<file path="src/rtl/tlb_op_ctrl.sv">
// Sequences TLBP/TLBR/TLBWI/TLBWR against the TLB array and CP0; owns the Random counter.
// Writes complete 1 cycle after accept, probe/read 2 cycles; op_ready low while an op is in flight.
module tlb_op_ctrl #(
  parameter int TLB_ENTRIES = 32,
  parameter int IDX_BITS    = 5
) (
  input  logic                clk,
  input  logic                reset,

  input  logic                op_valid,
  input  logic [1:0]          op_type,
  output logic                op_ready,
  output logic                op_done,

  input  logic [31:0]         entryHi_i,
  input  logic [31:0]         entryLo0_i,
  input  logic [31:0]         entryLo1_i,
  input  logic [31:0]         pageMask_i,
  input  logic [31:0]         index_i,
  input  logic [IDX_BITS-1:0] wired_i,
  input  logic                wired_we,

  output logic                tlb_probe_en,
  output logic [31:0]         tlb_probe_vpn,
  input  logic                tlb_probe_hit,
  input  logic [IDX_BITS-1:0] tlb_probe_idx,

  output logic                tlb_rd_en,
  output logic [IDX_BITS-1:0] tlb_rd_idx,
  input  logic [31:0]         tlb_rd_hi,
  input  logic [31:0]         tlb_rd_lo0,
  input  logic [31:0]         tlb_rd_lo1,
  input  logic [31:0]         tlb_rd_mask,

  output logic                tlb_we,
  output logic [IDX_BITS-1:0] tlb_widx,
  output logic [31:0]         tlb_wr_hi,
  output logic [31:0]         tlb_wr_lo0,
  output logic [31:0]         tlb_wr_lo1,
  output logic [31:0]         tlb_wr_mask,

  output logic                cp0_tlbr_we,
  output logic [31:0]         cp0_hi_o,
  output logic [31:0]         cp0_lo0_o,
  output logic [31:0]         cp0_lo1_o,
  output logic [31:0]         cp0_mask_o,
  output logic                cp0_tlbp_we,
  output logic [31:0]         cp0_index_o,

  output logic [31:0]         random_o
);

  typedef enum logic [1:0] {
    S_IDLE  = 2'd0,
    S_ISSUE = 2'd1,
    S_WAIT  = 2'd2
  } state_t;

  localparam logic [1:0]          OP_TLBP   = 2'd0;
  localparam logic [1:0]          OP_TLBR   = 2'd1;
  localparam logic [1:0]          OP_TLBWR  = 2'd3;
  localparam logic [IDX_BITS-1:0] RAND_TOP  = IDX_BITS'(TLB_ENTRIES - 1);
  localparam logic [31:0]         MASK_BITS = 32'h1FFF_E000;
  localparam logic [31:0]         PROBE_MISS = 32'h8000_0000;

  state_t              state, state_nxt;
  logic [1:0]          op_q;
  logic [31:0]         hi_q, lo0_q, lo1_q, mask_q;
  logic [IDX_BITS-1:0] idx_q;
  logic [IDX_BITS-1:0] random_q;
  logic                accept;
  logic                wr_rand_issue;
  logic                unused_idx_hi;

  assign op_ready      = (state == S_IDLE);
  assign accept        = op_valid && op_ready;
  assign wr_rand_issue = (state == S_ISSUE) && (op_q == OP_TLBWR);
  assign random_o      = {{(32-IDX_BITS){1'b0}}, random_q};
  assign unused_idx_hi = ^index_i[31:IDX_BITS];

  always_ff @(posedge clk) begin
    if (reset) begin
      state <= S_IDLE;
    end else begin
      state <= state_nxt;
    end
  end

  // Operands are frozen at accept so CP0 updates behind us cannot corrupt the op in flight.
  always_ff @(posedge clk) begin
    if (reset) begin
      op_q   <= '0;
      hi_q   <= '0;
      lo0_q  <= '0;
      lo1_q  <= '0;
      mask_q <= '0;
      idx_q  <= '0;
    end else if (accept) begin
      op_q   <= op_type;
      hi_q   <= entryHi_i;
      lo0_q  <= entryLo0_i;
      lo1_q  <= entryLo1_i;
      mask_q <= pageMask_i;
      idx_q  <= (op_type == OP_TLBWR) ? random_q : index_i[IDX_BITS-1:0];
    end
  end

  // Random never drops below Wired; a Wired write restarts it at the top.
  always_ff @(posedge clk) begin
    if (reset) begin
      random_q <= RAND_TOP;
    end else if (wired_we) begin
      random_q <= RAND_TOP;
    end else if (wr_rand_issue) begin
      if (random_q <= wired_i) begin
        random_q <= RAND_TOP;
      end else begin
        random_q <= random_q - IDX_BITS'(1);
      end
    end
  end

  always_comb begin
    state_nxt     = state;
    op_done       = 1'b0;
    tlb_probe_en  = 1'b0;
    tlb_probe_vpn = '0;
    tlb_rd_en     = 1'b0;
    tlb_rd_idx    = '0;
    tlb_we        = 1'b0;
    tlb_widx      = '0;
    tlb_wr_hi     = '0;
    tlb_wr_lo0    = '0;
    tlb_wr_lo1    = '0;
    tlb_wr_mask   = '0;
    cp0_tlbr_we   = 1'b0;
    cp0_hi_o      = '0;
    cp0_lo0_o     = '0;
    cp0_lo1_o     = '0;
    cp0_mask_o    = '0;
    cp0_tlbp_we   = 1'b0;
    cp0_index_o   = '0;

    case (state)
      S_IDLE: begin
        if (accept) state_nxt = S_ISSUE;
      end

      S_ISSUE: begin
        if (op_q == OP_TLBP || op_q == OP_TLBR) begin
          state_nxt = S_WAIT;
        end else begin
          state_nxt = S_IDLE;
        end
        // Strobes are suppressed while reset is high so an aborted op leaves no trace.
        if (!reset) begin
          case (op_q)
            OP_TLBP: begin
              tlb_probe_en  = 1'b1;
              tlb_probe_vpn = hi_q;
            end
            OP_TLBR: begin
              tlb_rd_en  = 1'b1;
              tlb_rd_idx = idx_q;
            end
            default: begin
              tlb_we      = 1'b1;
              tlb_widx    = idx_q;
              tlb_wr_hi   = hi_q;
              tlb_wr_lo0  = lo0_q;
              tlb_wr_lo1  = lo1_q;
              tlb_wr_mask = mask_q & MASK_BITS;
              op_done     = 1'b1;
            end
          endcase
        end
      end

      S_WAIT: begin
        state_nxt = S_IDLE;
        if (!reset) begin
          op_done = 1'b1;
          if (op_q == OP_TLBP) begin
            cp0_tlbp_we = 1'b1;
            cp0_index_o = tlb_probe_hit ? {{(32-IDX_BITS){1'b0}}, tlb_probe_idx} : PROBE_MISS;
          end else begin
            cp0_tlbr_we = 1'b1;
            cp0_hi_o    = tlb_rd_hi;
            cp0_lo0_o   = tlb_rd_lo0;
            cp0_lo1_o   = tlb_rd_lo1;
            cp0_mask_o  = tlb_rd_mask & MASK_BITS;
          end
        end
      end

      default: begin
        state_nxt = S_IDLE;
      end
    endcase
  end

endmodule

</file>
<file path="config.mk">
export PLATFORM = sky130hd
export DESIGN_NAME = tlb_op_ctrl
export DESIGN_NICKNAME = d
export VERILOG_FILES = /design/src/rtl/tlb_op_ctrl.sv
export SDC_FILE = /design/constraint.sdc
export NUM_CORES = 1
export LEC_CHECK = 0
export CORE_AREA = 2 2 264 266
export CTS_CLUSTER_DIAMETER = 40
export DETAILED_ROUTE_END_ITERATION = 10
export DIE_AREA = 0 0 266 268
export GPL_TIMING_DRIVEN = 1
export SLEW_MARGIN = 10
export SYNTH_ARGS = -nofsm -noshare
export SYNTH_HDL_FRONTEND = slang
export SYNTH_SLANG_ARGS = --single-unit
</file>
<file path="constraint.sdc">
create_clock -name clk -period 1.85 [get_ports clk]
set_input_delay 0.37 -clock clk [delete_from_list [all_inputs] [get_ports clk]]
set_output_delay 0.37 -clock clk [all_outputs]
set_load 0.03 [all_outputs]
</file>
Word level (Yosys, flattened, before mapping)
Index checks and enable logic that the tools add are counted.

Reduce and logical (&&, ||, !) cells: 7. $add $sub $neg: 1. Eq/ne operators: 6. Order comparisons: 1. Mux-type cells: 57.

Operators by type and width (number): two-way mux 32 bit (25); two-way mux 29 bit (6); two-way mux 5 bit (8); two-way mux 1 bit (14); == test 2 bit (second input constant) (3); <= comparator 5 bit (1); subtractor 5 x 1 -> 5 bit (second input constant) (1); == test 2 x 1 -> 1 bit (second input constant) (2); logical NOT 2 bit (2); two-way mux 2 bit (2); case mux 2 bit (2 select lines) (1); OR reduction 2 bit (2); logical AND 1 bit (2); inequality test 2 x 1 -> 1 bit (second input constant) (1); case mux 1 bit (2 select lines) (1); logical OR 1 bit (1).

Input bits: 305. Logic and storage cells: 80. Flip-flop bits (word level): 139.

Longest topological paths before layout
Depth in word-level cells: 5. Mapped depth: 8. Mapped depth without buffers: 6.

Worst setup path after synthesis
No wires, ideal clock.

Path kind: reg2out. Start: reg state[1]. End: out tlb_rd_idx[0]. Stages on the path, launching flop included: 6. Arrival time: 1.840 ns. Required time: 1.480 ns. Setup slack: -0.360 ns. Cell sequence: dfxtp_1 inv_1 ha_1 inv_2 nor4b_2 and2_1.

Longest elaborated chain between the ends: 2.

RTL lines: from (decl) (RTL line 66) `state_t state, state_nxt;`; from (signal assigned) (RTL line 85) `state <= state_nxt;`; == test 2 x 1 -> 1 bit (RTL line 144) `case (state)`; two-way mux 5 bit (RTL line 144); to (decl) (RTL line 29) `output logic [IDX_BITS-1:0] tlb_rd_idx,`.

No other way between the ends.

Worst setup path in the final report
Start: reg state[0]. End: out cp0_hi_o[22].

Longest elaborated chain between the ends: 2.

RTL lines: == test 2 bit (RTL line 144); two-way mux 32 bit (RTL line 144); to (decl) (RTL line 43) `output logic [31:0] cp0_hi_o,`.

No other way between the ends.

==> flow_summary_export.csv <==
group,metric,value,unit
route,top_layer_used,"met5",
route,wirelength_met1,16480,µm
final_layout,seqCellArea,2529,µm²
pwr,peakVddDrop,0.7490,mV
final_layout,fin_util,23.64,%
yosys,syn_area_per_cell,7.428,µm²
yosys,synth-compound-area-share,9.191,%
worst_setup_path,cpMostUsedCell,"buf_12",
route,routed_wl,43200,µm
worst_setup_path,crit_path_end_kind,"output pin",
pwr,p_sw_share,31.95,%
place,place_ws,-0.3571,ns
yosys,syn_area,7242,µm²
yosys,yosys_warnings,0,
global_route,grt_first_pass_wirelength,55060,µm
yosys,synth_adder_area_share,1.555,%
pwr,p_per_area,518.7,nW/µm²
route,wl_per_cell,17.75,µm
global_route,grt_pass1_vias,7745,
sta,finalHoldViolCount,0,
worst_setup_path,max_stage_delay,0.34,ns
final_layout,multiInputGateArea,4402,µm²
pwr,p_comb_share,22.1,%
final_layout,layout_commonest_cell,"clkdlybuf4s50_1",
worst_setup_path,worst-path-max-fanout,7,
place,globalplace.congestion,0.7432,
clocking,numCtsBuffers,17,
final_layout,final_cell_mix,"clkdlybuf4s50_1 (246), nand2_1 (236), buf_6 (170), and2_4 (136), and2_1 (129)",
sta,rsz0062_at_grt,"yes",
sta,skew,0.01839,ns
place,dp.cells,2370,
job,cap_violations,0,
run_status,violations,"setup timing",
final_layout,final_cell_count_no_fill,2434,
pwr,internal-power,5.691,mW
global_route,grt_usage,11.04,%
die,chipWidth,266,µm
worst_setup_path,critPathBufInv,5,
pwr,power_frac_clock,41.5,%
global_route,grt_max_degree,55,
sta,finalWorstPathRequiredPeriod,2.378,ns
sta,fin_ws,-0.5278,ns
route,drc,0,
sta,timing.fmax,0.4206,GHz
sta,worst_slew_pin_slew,0.6178,ns
worst_setup_path,worst_ep_required_time,1.48,ns
sta,finalSetupViolCount,287,
route,ant_nets,0,
pwr,p_sw,2.673,mW
route,dr_wl_met3,4093,µm
worst_setup_path,path_class,"flop to output pin",
route,dr_wl_met2,20980,µm
hold_path,hold_class,"input port to flop",
yosys,yosys.area_share.simple,39.25,%
yosys,ys_ff_latch,126,
place,hpwlAfterDp,32800,µm
die,die-area,71290,µm²
run_status,status,"finished, violations left",
yosys,yosys.cell_types.count,35,
die,rows,96,
yosys,synthXorXnorAreaFrac,0.4838,%
yosys,syn-instance-count,975,
clocking,path_clk_slew,0.06,ns
clocking,clock_sinks,126,
pwr,leakagePower,6.685,nW
worst_setup_path,cp_top_family,"buffers and inverters",
yosys,seq_area_frac_synth,34.83,%
place,port_buffers,529,
clocking,tritoncts,"yes",
worst_setup_path,crit_arrival,2.01,ns
die,fp.dieH,268,µm
final_layout,nets,1845,
yosys,synth.area.mux_share,0,%
sta,max-slew-margin-rel,58.81,%
final_layout,area_delta_synth_final,122.7,%
die,start_util,10.61,%
clocking,cts_max_level,4,
final_layout,nFillCells,7412,
clocking,ctsHoldBuffers,0,
route,vias_per_cell,3.364,
die,coreArea,68230,µm²
route,drt_iter0_markers,317,
clocking,clockBufferDepth,2,
route,first_pass_iters,4,
worst_setup_path,crit_chain,"inv_2 > ha_2 > nand2b_4 > nor2_4 > buf_12 > buf_16 > clkbuf_16 > and2_4 > buf_12",
global_route,antenna_found_initial,19,
global_route,gr-total-overflow,0,
clocking,cts-root-buf,"clkbuf_16",
sta,period_share,128.5,%
final_layout,drive_above_1_share,36.01,%
die,pin_count,674,
yosys,synth_top_family_by_area,"simple AND/OR/NAND/NOR gates",
pwr,p_seq_share,36.4,%
worst_setup_path,worst_path_max_delay_cell,"dfxtp_2",
clocking,worstSkewPairLatency,0.48,ns
worst_setup_path,startpoint_type,"flop",
sta,drv_slew,0,
route,num_vias,8188,
[final timing paths]
kind,startpoint,end,slack (ns),depth (start not counted)
min,reset,idx_q[0]$_SDFFE_PP0P_,0.32,3
max reg2reg,state[1]$_SDFFE_PP0P_,lo0_q[29]$_SDFFE_PP0P_,-0.01,10
min reg2reg,mask_q[18]$_SDFFE_PP0P_,mask_q[18]$_SDFFE_PP0P_,0.45,2
max,state[0]$_SDFFE_PP0P_,cp0_hi_o[22],-0.53,9
[stage by stage]
stage          setup TNS [ns]  area [µm²]  hold WS [ns]  total power [mW]
2_1_floorplan         -0.9859        7604        0.4317             4.001
3_3_place_gp           -6.991       14050        0.4377             4.829
3_5_place_dp           -7.616       14050        0.4422             4.840
4_1_cts               -144.11       15190        0.2817             8.449
5_1_grt               -167.18       16110        0.3183             8.804
6_report              -129.45       16130        0.3197             8.364
[power by group through the flow]
| stage | clock [mW] | sequential (mW) | combinational [mW] |
|---|---|---|---|
| finish | 3.47 | 3.04 | 1.85 |
| detailed placement | 0 | 3.10 | 1.74 |
| floorplan | 0 | 3.03 | 0.970 |
| global placement | 0 | 3.09 | 1.73 |
| CTS | 3.63 | 3.04 | 1.78 |
| global route | 3.73 | 3.07 | 2.00 |
[worst register-to-register path: stages (launching register included)]
cell and delay, ns:
dfxtp_2 0.34, inv_2 0.07, buf_4 0.10, buf_4 0.09
ha_1 0.31, inv_2 0.09, nor2_4 0.14, buf_12 0.17
buf_4 0.25, nand2_1 0.08, a21oi_1 0.13
[cell families (layout without fill, tap and decap cells)]
kind of cell / count (synthesis) / in the layout
compound gates: 126 / 126
xor+xnor: 4 / 4
fa+ha+maj: 9 / 9
buf+inv: 165 / 650
flops: 126 / 126
other cells: 1 / 93
simple gates: 544 / 544
[cells in the mapped netlist, drive strengths merged]
library cell | number | area [µm²]
nor3 | 2 | 15.01
and2 | 267 | 1670
clkbuf | 21 | 91.34
conb | 1 | 3.750
buf | 133 | 927.1
nor4 | 3 | 33.78
a31oi | 1 | 6.260
nor2 | 12 | 60.06
xor2 | 1 | 8.760
a211oi | 3 | 22.52
nor3b | 1 | 12.51
nand4 | 1 | 6.260
nor4b | 2 | 30.03
nand2 | 237 | 889.6
a211o | 1 | 8.760
xnor2 | 3 | 26.28
dfxtp | 126 | 2522
a21oi | 115 | 575.6
o2111ai | 1 | 8.760
and3 | 5 | 31.28
nand2b | 3 | 26.27
nand3 | 11 | 67.57
ha | 9 | 112.6
a311oi | 5 | 43.79
inv | 11 | 41.29
[per-layer routing]
layer | global-route usage, % | vias up
met5 | 0 | -
met4 | 5.390 | 14
met1 | 11.80 | 3703
met3 | 5.086 | 70
li1 | - | 4016
met2 | 18.45 | 385
[flip-flops by register name (all words and copies together) (netlist names)]
name	flops
idx_q	5
hi_q	32
lo1_q	32
random_q	5
lo0_q	32
op_q	2
state	2
mask_q	16
[what timing repair did]
item	CTS	global route
endpoints found under the setup margin	281	308
resized for setup	150	184
pin swaps	8	19
buffers inserted	1	9
gates cloned	3	12
[area by class of cell]
class,count,area share [%]
diodes,8,0.1241
clock buffers,17,2.638
clock inverters,15,0.9156
inverters,11,0.2871
multi-input cells,768,27.30
flip-flops and latches,126,15.68
well taps,882,6.844
repair buffers,607,46.21
No activity file was read; power rests on OpenSTA's default activity.
